===== config.mk =====
export PLATFORM = sky130hd
export DESIGN_NAME = hazard_unit_mc
export DESIGN_NICKNAME = d
export VERILOG_FILES = /design/src/rtl/hazard_unit_mc.sv
export SDC_FILE = /design/constraint.sdc
export NUM_CORES = 1
export LEC_CHECK = 0
export ABC_AREA = 0
export CAP_MARGIN = 5
export CELL_PAD_IN_SITES_DETAIL_PLACEMENT = 0
export CELL_PAD_IN_SITES_GLOBAL_PLACEMENT = 1
export CORE_UTILIZATION = 28
export DETAILED_ROUTE_END_ITERATION = 16
export PLACE_DENSITY_LB_ADDON = 0.1
export SYNTH_ARGS = -nofsm -noshare
export SYNTH_HDL_FRONTEND = slang
export SYNTH_SLANG_ARGS = --single-unit
export TNS_END_PERCENT = 100

===== constraint.sdc =====
create_clock -name clk -period 3.3 [get_ports clk]
set_input_delay 0.33 -clock clk [delete_from_list [all_inputs] [get_ports clk]]
set_output_delay 0.33 -clock clk [all_outputs]
set_load 0.005 [all_outputs]

===== src/rtl/hazard_unit_mc.sv =====
// hazard_unit_mc: operand forwarding plus load-use, branch and multi-cycle
// execute hazard control for the 5-stage core. Drives the forwarding muxes and
// the F/D/E/M pipeline-register stall/flush controls.
module hazard_unit_mc #(
    parameter int REG_AW         = 5,
    parameter int LOAD_STALL_CYC = 1,   // 1..7
    parameter int MC_TIMEOUT     = 64   // 2..255
) (
    input  logic              clk,
    input  logic              reset,
    input  logic [REG_AW-1:0] Rs1D,
    input  logic [REG_AW-1:0] Rs2D,
    input  logic [REG_AW-1:0] Rs1E,
    input  logic [REG_AW-1:0] Rs2E,
    input  logic [REG_AW-1:0] RdE,
    input  logic [REG_AW-1:0] RdM,
    input  logic [REG_AW-1:0] RdW,
    input  logic              RegWriteE,
    input  logic              RegWriteM,
    input  logic              RegWriteW,
    input  logic              ResultSrcE0,
    input  logic              PCSrcE,
    input  logic              McStartE,
    input  logic              McDoneE,
    output logic [1:0]        ForwardAE,
    output logic [1:0]        ForwardBE,
    output logic              StallF,
    output logic              StallD,
    output logic              StallE,
    output logic              FlushD,
    output logic              FlushE,
    output logic              FlushM,
    output logic              McBusy,
    output logic              McTimeout
);

    typedef enum logic [1:0] {
        S_IDLE,
        S_LD_STALL,
        S_MC_BUSY
    } state_t;

    // Counter reload/terminal values, sized to the counter widths.
    localparam logic [2:0] LD_INIT = 3'(LOAD_STALL_CYC - 1);
    localparam logic [7:0] MC_LAST = 8'(MC_TIMEOUT - 1);

    state_t     state_q, state_d;
    logic [2:0] ld_cnt_q, ld_cnt_d;
    logic [7:0] mc_cnt_q, mc_cnt_d;
    logic       mc_timeout_q, mc_timeout_d;
    logic       ld_haz;

    // M stage wins over W because it holds the younger result; x0 never forwards.
    function automatic logic [1:0] fwd_sel(input logic [REG_AW-1:0] rs,
                                           input logic [REG_AW-1:0] rd_m,
                                           input logic              we_m,
                                           input logic [REG_AW-1:0] rd_w,
                                           input logic              we_w);
        if (rs != '0 && rs == rd_m && we_m)
            return 2'b10;
        else if (rs != '0 && rs == rd_w && we_w)
            return 2'b01;
        else
            return 2'b00;
    endfunction

    // Forwarding mux selects, forced to the register file while in reset.
    always_comb begin
        ForwardAE = 2'b00;
        ForwardBE = 2'b00;
        if (!reset) begin
            ForwardAE = fwd_sel(Rs1E, RdM, RegWriteM, RdW, RegWriteW);
            ForwardBE = fwd_sel(Rs2E, RdM, RegWriteM, RdW, RegWriteW);
        end
    end

    assign ld_haz = ResultSrcE0 & RegWriteE & (RdE != '0) & ((RdE == Rs1D) | (RdE == Rs2D));

    // Next-state, counters and stall/flush outputs for the hazard FSM.
    always_comb begin
        state_d      = state_q;
        ld_cnt_d     = ld_cnt_q;
        mc_cnt_d     = mc_cnt_q;
        mc_timeout_d = mc_timeout_q;
        StallF       = 1'b0;
        StallD       = 1'b0;
        StallE       = 1'b0;
        FlushD       = 1'b0;
        FlushE       = 1'b0;
        FlushM       = 1'b0;
        case (state_q)
            S_IDLE: begin
                // A taken branch makes D wrong-path, so it outranks everything.
                if (PCSrcE) begin
                    FlushD = 1'b1;
                    FlushE = 1'b1;
                end else if (McStartE) begin
                    StallF   = 1'b1;
                    StallD   = 1'b1;
                    StallE   = 1'b1;
                    FlushM   = 1'b1;
                    mc_cnt_d = 8'd0;
                    state_d  = S_MC_BUSY;
                end else if (ld_haz) begin
                    StallF = 1'b1;
                    StallD = 1'b1;
                    FlushE = 1'b1;
                    if (LOAD_STALL_CYC > 1) begin
                        ld_cnt_d = LD_INIT;
                        state_d  = S_LD_STALL;
                    end
                end
            end
            S_LD_STALL: begin
                // E already holds a bubble, so nothing new can be detected here.
                StallF   = 1'b1;
                StallD   = 1'b1;
                FlushE   = 1'b1;
                ld_cnt_d = ld_cnt_q - 3'd1;
                if (ld_cnt_q <= 3'd1)
                    state_d = S_IDLE;
            end
            S_MC_BUSY: begin
                // Done releases the pipe in the same cycle so the result moves to M.
                if (McDoneE) begin
                    state_d = S_IDLE;
                end else begin
                    StallF   = 1'b1;
                    StallD   = 1'b1;
                    StallE   = 1'b1;
                    FlushM   = 1'b1;
                    mc_cnt_d = mc_cnt_q + 8'd1;
                    if (mc_cnt_q == MC_LAST) begin
                        mc_timeout_d = 1'b1;
                        state_d      = S_IDLE;
                    end
                end
            end
            default: state_d = S_IDLE;
        endcase
        if (reset) begin
            StallF = 1'b0;
            StallD = 1'b0;
            StallE = 1'b0;
            FlushD = 1'b0;
            FlushE = 1'b0;
            FlushM = 1'b0;
        end
    end

    // State, counters and sticky watchdog flag.
    always_ff @(posedge clk) begin
        if (reset) begin
            state_q      <= S_IDLE;
            ld_cnt_q     <= 3'd0;
            mc_cnt_q     <= 8'd0;
            mc_timeout_q <= 1'b0;
        end else begin
            state_q      <= state_d;
            ld_cnt_q     <= ld_cnt_d;
            mc_cnt_q     <= mc_cnt_d;
            mc_timeout_q <= mc_timeout_d;
        end
    end

    assign McBusy    = (state_q == S_MC_BUSY) & ~reset;
    assign McTimeout = mc_timeout_q;

endmodule


### Yosys cells after proc, flatten, opt, wreduce, memory -nomap -nowiden

Index checks and enable logic that the tools add are counted.

* register bits after elaboration: 14
* input port bits: 44
* output and inout port bits: 12
* word-level logic and storage cells: 77

* add/sub/neg operators: 2
* magnitude comparators: 1
* equal/unequal tests: 14
* multiplexer cells: 33
* bitwise operators: 7
* reduce and logical (&&, ||, !) cells: 16

Operators by type and width (number)
* $eq 5x5->1: 6
* $mux 8: 3
* $mux 2: 9
* $mux 1: 16
* $pmux 8 s2: 1
* $reduce_bool 5->1: 3
* $add 8x1->8 const B: 1
* $eq 8x6->1 const B: 1
* $logic_and 1x1->1: 8
* $ne 2x2->1 const B: 4
* $reduce_and 4->1: 2
* $pmux 2 s3: 1
* $and 1x1->1: 4
* $pmux 1 s2: 2
* $le 3x1->1 const B: 1
* $ne 3x3->1 const B: 1
* $pmux 1 s3: 1
* $reduce_and 3->1: 1
* $sub 3x1->3 const B: 1
* $eq 2x1->1 const B: 1
* $eq 2x2->1 const B: 1
* $logic_not 2->1: 1
* $not 1->1: 2
* $reduce_bool 2->1: 1
* $or 1x1->1: 1

### Logic depth before layout (Yosys ltp)

Gate-level depths: netlist (run 1).

* depth in word-level cells: 8
* mapped depth: 5

### Worst setup path after synthesis (run 1)

OpenSTA, ideal clock, no wires.

* path kind: input port to output port
* start point: input RdE[1]
* end point: output StallF
* data arrival time: 1363 ps
* setup slack: 1607 ps
* stages on the path: 5
* cells stage by stage: or4_1 o211ai_1 or4_1 o22ai_1 buf_4

* longest elaborated chain between the ends: 8

Ends and longest elaborated chain
* from (decl): RTL line 15 `input logic [REG_AW-1:0] RdE,`
* $eq 5x5->1 or $reduce_bool 5->1 (tied branches): RTL line 77 `assign ld_haz = ResultSrcE0 & RegWriteE & (RdE != '0) & ((RdE == Rs1D) | (RdE == Rs2D));`
* $or 1x1->1 or $and 1x1->1 (tied branches): RTL line 77
* $and 1x1->1 (*): RTL line 77
* $mux 1 (*) (3 in series)
* $pmux 1 s3 (*)
* $mux 1 (*)
* to (decl): RTL line 27 `output logic StallF,`

Every way passes the cells marked *; elsewhere a longest branch is shown, timed or not.

### Worst setup path after layout (run 1)

* start point: input Rs2E[1]
* end point: output ForwardBE[0]

* longest elaborated chain between the ends: 6

Ends and longest elaborated chain
* from (decl): RTL line 14 `input logic [REG_AW-1:0] Rs2E,`
* $eq 5x5->1 or $reduce_bool 5->1 (tied branches): RTL line 61, 59
* $logic_and 1x1->1 (2 in series): RTL line 61 `else if (rs != '0 && rs == rd_w && we_w)`
* $mux 1: RTL line 61
* $mux 2 (*): RTL line 59 `if (rs != '0 && rs == rd_m && we_m)`
* $mux 2 (*): RTL line 71 `if (!reset) begin`
* to (decl): RTL line 26 `output logic [1:0] ForwardBE,`

Marks and branches as above.

==> results.toml, run 1 <==
[pwr]
cellPowerDensity_nw_per_um2 = 214
seqPwrFrac = 0.364
cellLeakagePower_nw = 0.545
peakVddDrop_mv = 0.179
internal-power_w = 0.000246
pwr-share-clk = 0.241
p_sw_frac = 0.273
p_comb_frac = 0.395
p_sw_w = 0.0000924

[setup_path]
cp.required_ns = 2.97
crit_arrival_ns = 2.34
critPathLaunchType = "primary input"
crit_type = "primary input to output port"
cp_max_fo = 4
endpoint_kind = "output port"

[drt]
drt-initial-drc-count = 42
routed_wl_um = 2680
via_per_inst = 4.99
wl_per_cell_um = 12.6
first_pass_iters = 4
ant_nets = 0
drc = 0
vias = 1057

[timing]
hold_slack_ns = 0.475
tightest_slew_ns = 0.460
finalCritPeriodShare = 0.809
tns_ns = 0
fin_skew_ns = 0.00542
slew-limit-headroom = 0.692
final.min_clock_period_ns = 2.67
slew_viol_final = 0
hold_violations = 0
setup_viol_count_final = 0
clock.fmax_mhz = 375
rsz0062_at_grt = "no"

[synth]
synth_area_um2 = 963
synthAdderAreaFrac = 0.0130
synth_area_per_cell_um2 = 8.53
netlist_instances = 113
syn_nets = 158
synthXorXnorAreaFrac = 0.309
synth_simple_gate_area_frac = 0.312
synth_compound_area_frac = 0.108
ys_ff_latch = 10
seq_area_frac_synth = 0.208
synth_warnings = 0
synth.distinct_cells = 34
synth_top_family_by_area = "simple AND/OR/NAND/NOR gates"
muxShareOfSynthArea = 0.0104

[finish]
final_common_cell = "clkdlybuf4s50_1"
fin_area_um2 = 1580
final_cell_mix = "clkdlybuf4s50_1, xor2_1, nor2_1"
drive_above_1_share = 0.0893
nets = 215
antennaDiodeCount = 0
area_growth_pct = 63.9

[global_route]
grt.total_usage = 0.158
grt_pass1_wl_um = 4210
gr-total-overflow = 0
antenna_found_initial = 0
grt_max_degree = 10
first_global_vias = 1012

[clocking]
cts_hold_buf = 0
cts.path.max_buffers = 2
cts_tree = "done"
cts.sinks = 10
cts-resized-gates = 0
clockRootBuffer = "clkbuf_4"
cts-buffers-inserted = 3
path_clk_slew_ns = 0.06
h-tree-depth = 1
postCtsSetupBuffers = 0
clock_latency_ns = 0.26

[place]
hpwlAfterDp_um = 2240
gp_congestion = 0.742
portBuffers = 55
placed_area_um2 = 1560

[floorplanning]
die_x_um = 60.7
start_util = 0.306
fp-row-count = 20
dieArea_um2 = 3680
die_y_um = 60.7
num_io_pins = 56
core_area_um2 = 3150

[status]
status = "finished clean"

[run]
maxCapViolCount = 0

[min_path]
hold_path_class = "flip-flop to flip-flop"
[registers in the layout, indices dropped and copies added, names as in the netlist]
signal / count
McTimeout: 1
mc_cnt_q: 8
state_q: 1
[cell type report]
class                      count  area [um^2]
clock buffer                   3         22.5
tap                           44         55.1
fill                         330         1570
multi-input combinational     95          724
inverter                       3         11.3
sequential                    10          200
timing repair buffer          57          566
[worst max-delay path, cell delays in order]
cell and delay (ns):
clkdlybuf4s50_1 0.47, or4_4 0.57, nor2_4 0.13, nor4_2 0.07
nor4_2 0.23, clkdlybuf4s50_1 0.53
[path summary, 6_finish.rpt]
path / from / to / slack (ns) / cells after the start
worst min register to register: McTimeout / McTimeout / 0.48 / 2
worst max register to register: state_q[1] / mc_cnt_q[1] / 1.97 / 4
worst min-delay path: McTimeout / McTimeout / 0.48 / 2
worst max-delay path: Rs2E[1] / ForwardBE[0] / 0.63 / 6
[metal layers]
metal,share of wire,GRT usage,vias up
li1,-,-,511
met1,0.42,0.186,482
met2,0.48,0.278,58
met3,0.084,0.0426,6
met4,0.013,0.0487,0
met5,0,0,-
[power groups by stage]
stage | registers, W | logic [W] | clock network [W]
6_report | 0.000123 | 0.000134 | 0.0000816
5_1_grt | 0.000124 | 0.000145 | 0.0000968
4_1_cts | 0.000123 | 0.000135 | 0.0000873
3_5_place_dp | 0.000126 | 0.000134 | 0
3_3_place_gp | 0.000126 | 0.000134 | 0
2_1_floorplan | 0.000126 | 0.0000521 | 0
[through the flow]
| stage | total power, W | utilization | setup slack [ns] | instances |
|---|---|---|---|---|
| detailed placement | 0.000260 | 0.494 | 0.623 | 209 |
| finish | 0.000338 | 0.501 | 0.630 | 212 |
| global placement | 0.000260 | 0.494 | 0.659 | 209 |
| CTS | 0.000345 | 0.501 | 0.622 | 212 |
| floorplan | 0.000178 | - | 1.61 | 113 |
| global route | 0.000366 | 0.501 | 0.539 | 212 |
[synthesized netlist by cell type]
cell type  number  area share
o211ai_1        4       0.031
buf_4           2       0.016
or4_4           2       0.023
o2111ai_1       2       0.018
and4_1          2       0.018
nor4_2          4       0.052
o221ai_1        1      0.0091
nand4_1         3       0.019
buf_2           1      0.0052
nor2_4          2       0.023
nand2_1         1      0.0039
inv_1           3       0.012
xnor2_1        13        0.12
nor3b_2         1       0.013
o21ai_0         1      0.0052
and2_1          1      0.0065
nor3_1          3       0.016
nor3b_1         1      0.0078
o22ai_1         1      0.0065
nor2_1         14       0.055
clkbuf_1        2      0.0078
and3_1          1      0.0065
a21oi_1         1      0.0052
o21bai_1        1      0.0078
dfxtp_1        10        0.21
nand3_1         1      0.0052
a22oi_1         2       0.016
a221oi_1        1      0.0091
or4_1           3       0.023
mux2i_1         1       0.010
nor2b_1         5       0.032
xor2_1         21        0.19
ha_1            1       0.013
or2_2           1      0.0065
[kinds of logic after synthesis]
logic type               Yosys count
buffers and inverters              8
multiplexers                       1
flip-flops                        10
adder cells (fa/ha/maj)            1
AND/OR/NAND/NOR                   45
XOR/XNOR                          34
AO/OA/AOI/OAI                     14
No activity file was read; power rests on OpenSTA's default activity.
==> run 2: changes to the inputs <==
CORE_UTILIZATION = 26   (was 28)
clock period = 2.5 ns   (was 3.3 ns; I/O delays follow)
==> run 2 against run 1 <==
Cell count up 8.0%. Largest power group is now clock. Die area up 7.4%. Largest cell class unchanged. Routed wire length increased by 1.1%. Worst hold slack got worse by 0.0024 ns.
==> results.toml, run 2 (synthesis results as in run 1) <==
[floorplanning]
die_y_um = 62.9
start_util = 0.280
die_x_um = 62.9
num_io_pins = 56
dieArea_um2 = 3950
core_area_um2 = 3440
fp-row-count = 21

[finish]
drive_above_1_share = 0.164
area_growth_pct = 79.0
nets = 229
antennaDiodeCount = 0
largest_register = "mc_cnt_q"
largest_reg_flops = 8
final_common_cell = "clkdlybuf4s50_1"
fillers = 364
final_cell_mix = "clkdlybuf4s50_1, xor2_1, buf_4"

[clocking]
h-tree-depth = 1
clock_latency_ns = 0.24
cts_tree = "done"
cts_hold_buf = 0
cts-buffers-inserted = 3
cts.path.max_buffers = 2
clockRootBuffer = "clkbuf_8"
cts.sinks = 10
path_clk_slew_ns = 0.05

[timing]
tns_ns = 0
finalCritPeriodShare = 0.947
tightest_slew_ns = 0.351
slew_viol_final = 0
hold_violations = 0
rsz0062_at_grt = "no"
clock.fmax_mhz = 423
hold_slack_ns = 0.473
final.min_clock_period_ns = 2.37
slew-limit-headroom = 0.765
setup_viol_count_final = 0
fin_skew_ns = 0.00241

[run]
maxCapViolCount = 0

[setup_path]
endpoint_kind = "output port"
cp.required_ns = 2.25
critPathLaunchType = "primary input"
cp_max_fo = 3
ff2ff_setup_slack_ns = 1.22
crit_type = "primary input to output port"
crit_arrival_ns = 2.12

[global_route]
antenna_found_initial = 0
grt.total_usage = 0.141
grt_max_degree = 9
first_global_vias = 1068
grt_pass1_wl_um = 4410
gr-total-overflow = 0

[drt]
via_per_inst = 4.51
vias = 1032
first_pass_iters = 4
wl_per_cell_um = 11.8
drt-initial-drc-count = 38
ant_nets = 0
routed_wl_um = 2710
drc = 0

[place]
gp_congestion = 0.735
hpwlAfterDp_um = 2400
portBuffers = 55

[pwr]
peakVddDrop_mv = 0.160
cellLeakagePower_nw = 0.666
cellPowerDensity_nw_per_um2 = 325
power_w = 0.000560

[min_path]
hold_path_class = "flip-flop to flip-flop"

[status]
status = "finished clean"
==> run 2: changes by cell type in the layout (fill, tap and decap cells not counted), sizes merged <==
cell and delta:
clkdlybuf4s50 -2, clkbuf +1, buf +14, dlymetal6s2s +2
==> run 2: area by class of cell <==
type,instances,area (um^2),area share
Clock buffer,4,55.1,0.0319
Inverter,3,11.3,0.00653
Multi-Input combinational cell,95,724,0.420
Sequential cell,10,200,0.116
Tap cell,46,57.6,0.0334
Timing Repair Buffer,71,676,0.392
==> run 2: worst max-delay path, cell delays in order <==
cell             delay, ns
clkdlybuf4s50_1       0.51
or4_1                 0.13
o211ai_1              0.09
or4_1                 0.40
o22ai_1               0.19
clkdlybuf4s50_1       0.54
==> run 2: path summary, 6_finish.rpt <==
kind,start,end,depth (start not counted)
setup / recovery,RdE[4],StallD,6
hold / removal,McTimeout,McTimeout,2
setup reg to reg,state_q[1],mc_cnt_q[4],5
hold reg to reg,McTimeout,McTimeout,2
==> run 2: power by group <==
part | internal, W | switching, W
registers | 0.000161 | 0.00000216
clock network | 0.000139 | 0.0000656
logic | 0.000122 | 0.0000708
total | 0.000422 | 0.000139
==> run 2: metrics by stage <==
stage	instances	worst slack [ns]	area, um^2	util
after floorplan	113	0.967	963	-
after global placement	225	0.0492	1660	0.483
after detailed placement	225	0.0196	1660	0.483
after CTS	229	0.00360	1720	0.499
after global routing	229	0.0316	1720	0.501
final	229	0.134	1720	0.501
==> run 2: what timing repair did <==
item	4_1_cts	5_1_grt
endpoints found under the setup margin	0	2
setup buffers	0	0
gates resized for setup	0	2
==> run 2: metal layers <==
| layer | up-vias | GRT usage | part of all wire |
|---|---|---|---|
| li1 | 539 | - | - |
| met1 | 464 | 0.150 | 0.43 |
| met2 | 25 | 0.265 | 0.53 |
| met3 | 4 | 0.0128 | 0.025 |
| met4 | 0 | 0.0785 | 0.016 |
| met5 | - | 0 | 0 |
==> run 3: changes to the inputs <==
CORE_UTILIZATION = 28   (was 26)
clock period = 2.87 ns   (was 2.5 ns; I/O delays follow)
==> run 3 against run 2 <==
Via count increased by 0.68%. Combinational power fell by 19%. Critical endpoint is now ForwardBE[0]. Worst hold slack better by 0.0029 ns.
==> results.toml, run 3 (synthesis results as in run 1) <==
[status]
status = "finished clean"

[pwr]
p_sw_frac = 0.277
pwr-share-clk = 0.243
internal-power_w = 0.000284
cellPowerDensity_nw_per_um2 = 248
p_comb_frac = 0.396
p_sw_w = 0.000109
cellLeakagePower_nw = 0.550
seqPwrFrac = 0.361
peakVddDrop_mv = 0.209

[setup_path]
slowest_delay_ns = 0.58
crit_chain = "clkdlybuf4s50_1 > or4_4 > nor2_4 > nor4_2 > nor4_2 > clkdlybuf4s50_1"
crit_arrival_ns = 2.32
crit_path_top_delay_cell = "or4_4"
cp.required_ns = 2.58
endpoint_kind = "output port"
cp_max_fo = 4
critPathLaunchType = "primary input"
crit_type = "primary input to output port"

[drt]
wl_per_cell_um = 12.6
routed_wl_um = 2680
drc = 0
via_per_inst = 4.88
ant_nets = 0
drt-initial-drc-count = 18
vias = 1039
first_pass_iters = 4

[timing]
finalCritPeriodShare = 0.909
hold_violations = 0
fin_skew_ns = 0.000876
slew_viol_final = 0
clock.fmax_mhz = 383
rsz0062_at_grt = "no"
tightest_slew_ns = 0.572
slew-limit-headroom = 0.618
setup_ws_ns = 0.262
final.min_clock_period_ns = 2.61
tns_ns = 0
setup_viol_count_final = 0

[place]
portBuffers = 55
dp_cells = 210
gp_congestion = 0.802
pre_cts_ws_ns = 0.271
hpwlAfterDp_um = 2240

[floorplanning]
die_y_um = 60.7
fp-row-count = 20
die_x_um = 60.7
num_io_pins = 56
dieArea_um2 = 3680
core_area_um2 = 3150
start_util = 0.306

[finish]
antennaDiodeCount = 0
fillers = 344
final_common_cell = "clkdlybuf4s50_1"
largest_reg_flops = 8
final_cell_mix = "clkdlybuf4s50_1, xor2_1, nor2_1"
multi_input_area_um2 = 724
layoutNonFillerInstCount = 213
seq_area_um2 = 200
nets = 216
drive_above_1_share = 0.0947
largest_register = "mc_cnt_q"
area_growth_pct = 64.7

[clocking]
path_clk_slew_ns = 0.06
cts_tree = "done"
cts-resized-gates = 0
clockRootBuffer = "clkbuf_4"
cts.sinks = 10
h-tree-depth = 1
cts-buffers-inserted = 3
cts.path.max_buffers = 2
clock_latency_ns = 0.27
postCtsSetupBuffers = 0
cts_hold_buf = 0

[global_route]
gr-total-overflow = 0
grt_pass1_wl_um = 4120
antenna_found_initial = 0
first_global_vias = 1005
grt.total_usage = 0.150
grt_max_degree = 10

[min_path]
hold_path_class = "flip-flop to flip-flop"

[run]
maxCapViolCount = 0
## run 3: cell count changes in the layout (fill, tap and decap cells not counted), sizes merged
cell           previous run  this run
buf                      16         3
clkbuf                    4         3
clkdlybuf4s50            53        55
dlymetal6s2s              2         0
## run 3: final timing paths
kind	slack (ns)	from	cells after the start	endpoint
setup / recovery	0.26	Rs2E[1]	6	ForwardBE[0]
hold / removal	0.48	McTimeout	2	McTimeout
setup reg to reg	1.35	state_q[1]	4	mc_cnt_q[1]
hold reg to reg	0.48	McTimeout	2	McTimeout
## run 3: routing by layer
metal  vias up  global-route usage  routed length (um)
met5         -                   0                   0
met3         2              0.0533                 249
met4         0              0.0325                  15
met1       472               0.187                1200
met2        52               0.248                1220
li1        513                   -                   -
## run 3: critical path, delay by kind of cell
kind	cells	cell delay, ns
buf+inv	2	1.02
simple gates	4	1.01
## run 3: cell type report
type / instances / area share
multi-input combinational: 95 / 0.457
timing repair buffer: 58 / 0.361
sequential: 10 / 0.126
tap: 44 / 0.0347
clock buffer: 3 / 0.0142
inverter: 3 / 0.00710
## run 3: metrics by stage
stage / hold slack, ns / power [W] / util / area, um^2
global route: 0.524 / 0.000416 / 0.503 / 1590
global placement: 0.458 / 0.000301 / 0.496 / 1560
detailed placement: 0.471 / 0.000301 / 0.496 / 1560
CTS: 0.486 / 0.000396 / 0.503 / 1590
floorplan: 0.460 / 0.000204 / - / 963
finish: 0.476 / 0.000393 / 0.503 / 1590
## run 3: power by group through the flow
stage	combinational [W]	clock, W	sequential, W
final	0.000156	0.0000957	0.000142
after global routing	0.000168	0.000106	0.000142
after CTS	0.000157	0.0000967	0.000142
after detailed placement	0.000156	0	0.000145
after global placement	0.000156	0	0.000145
after floorplan	0.0000599	0	0.000145
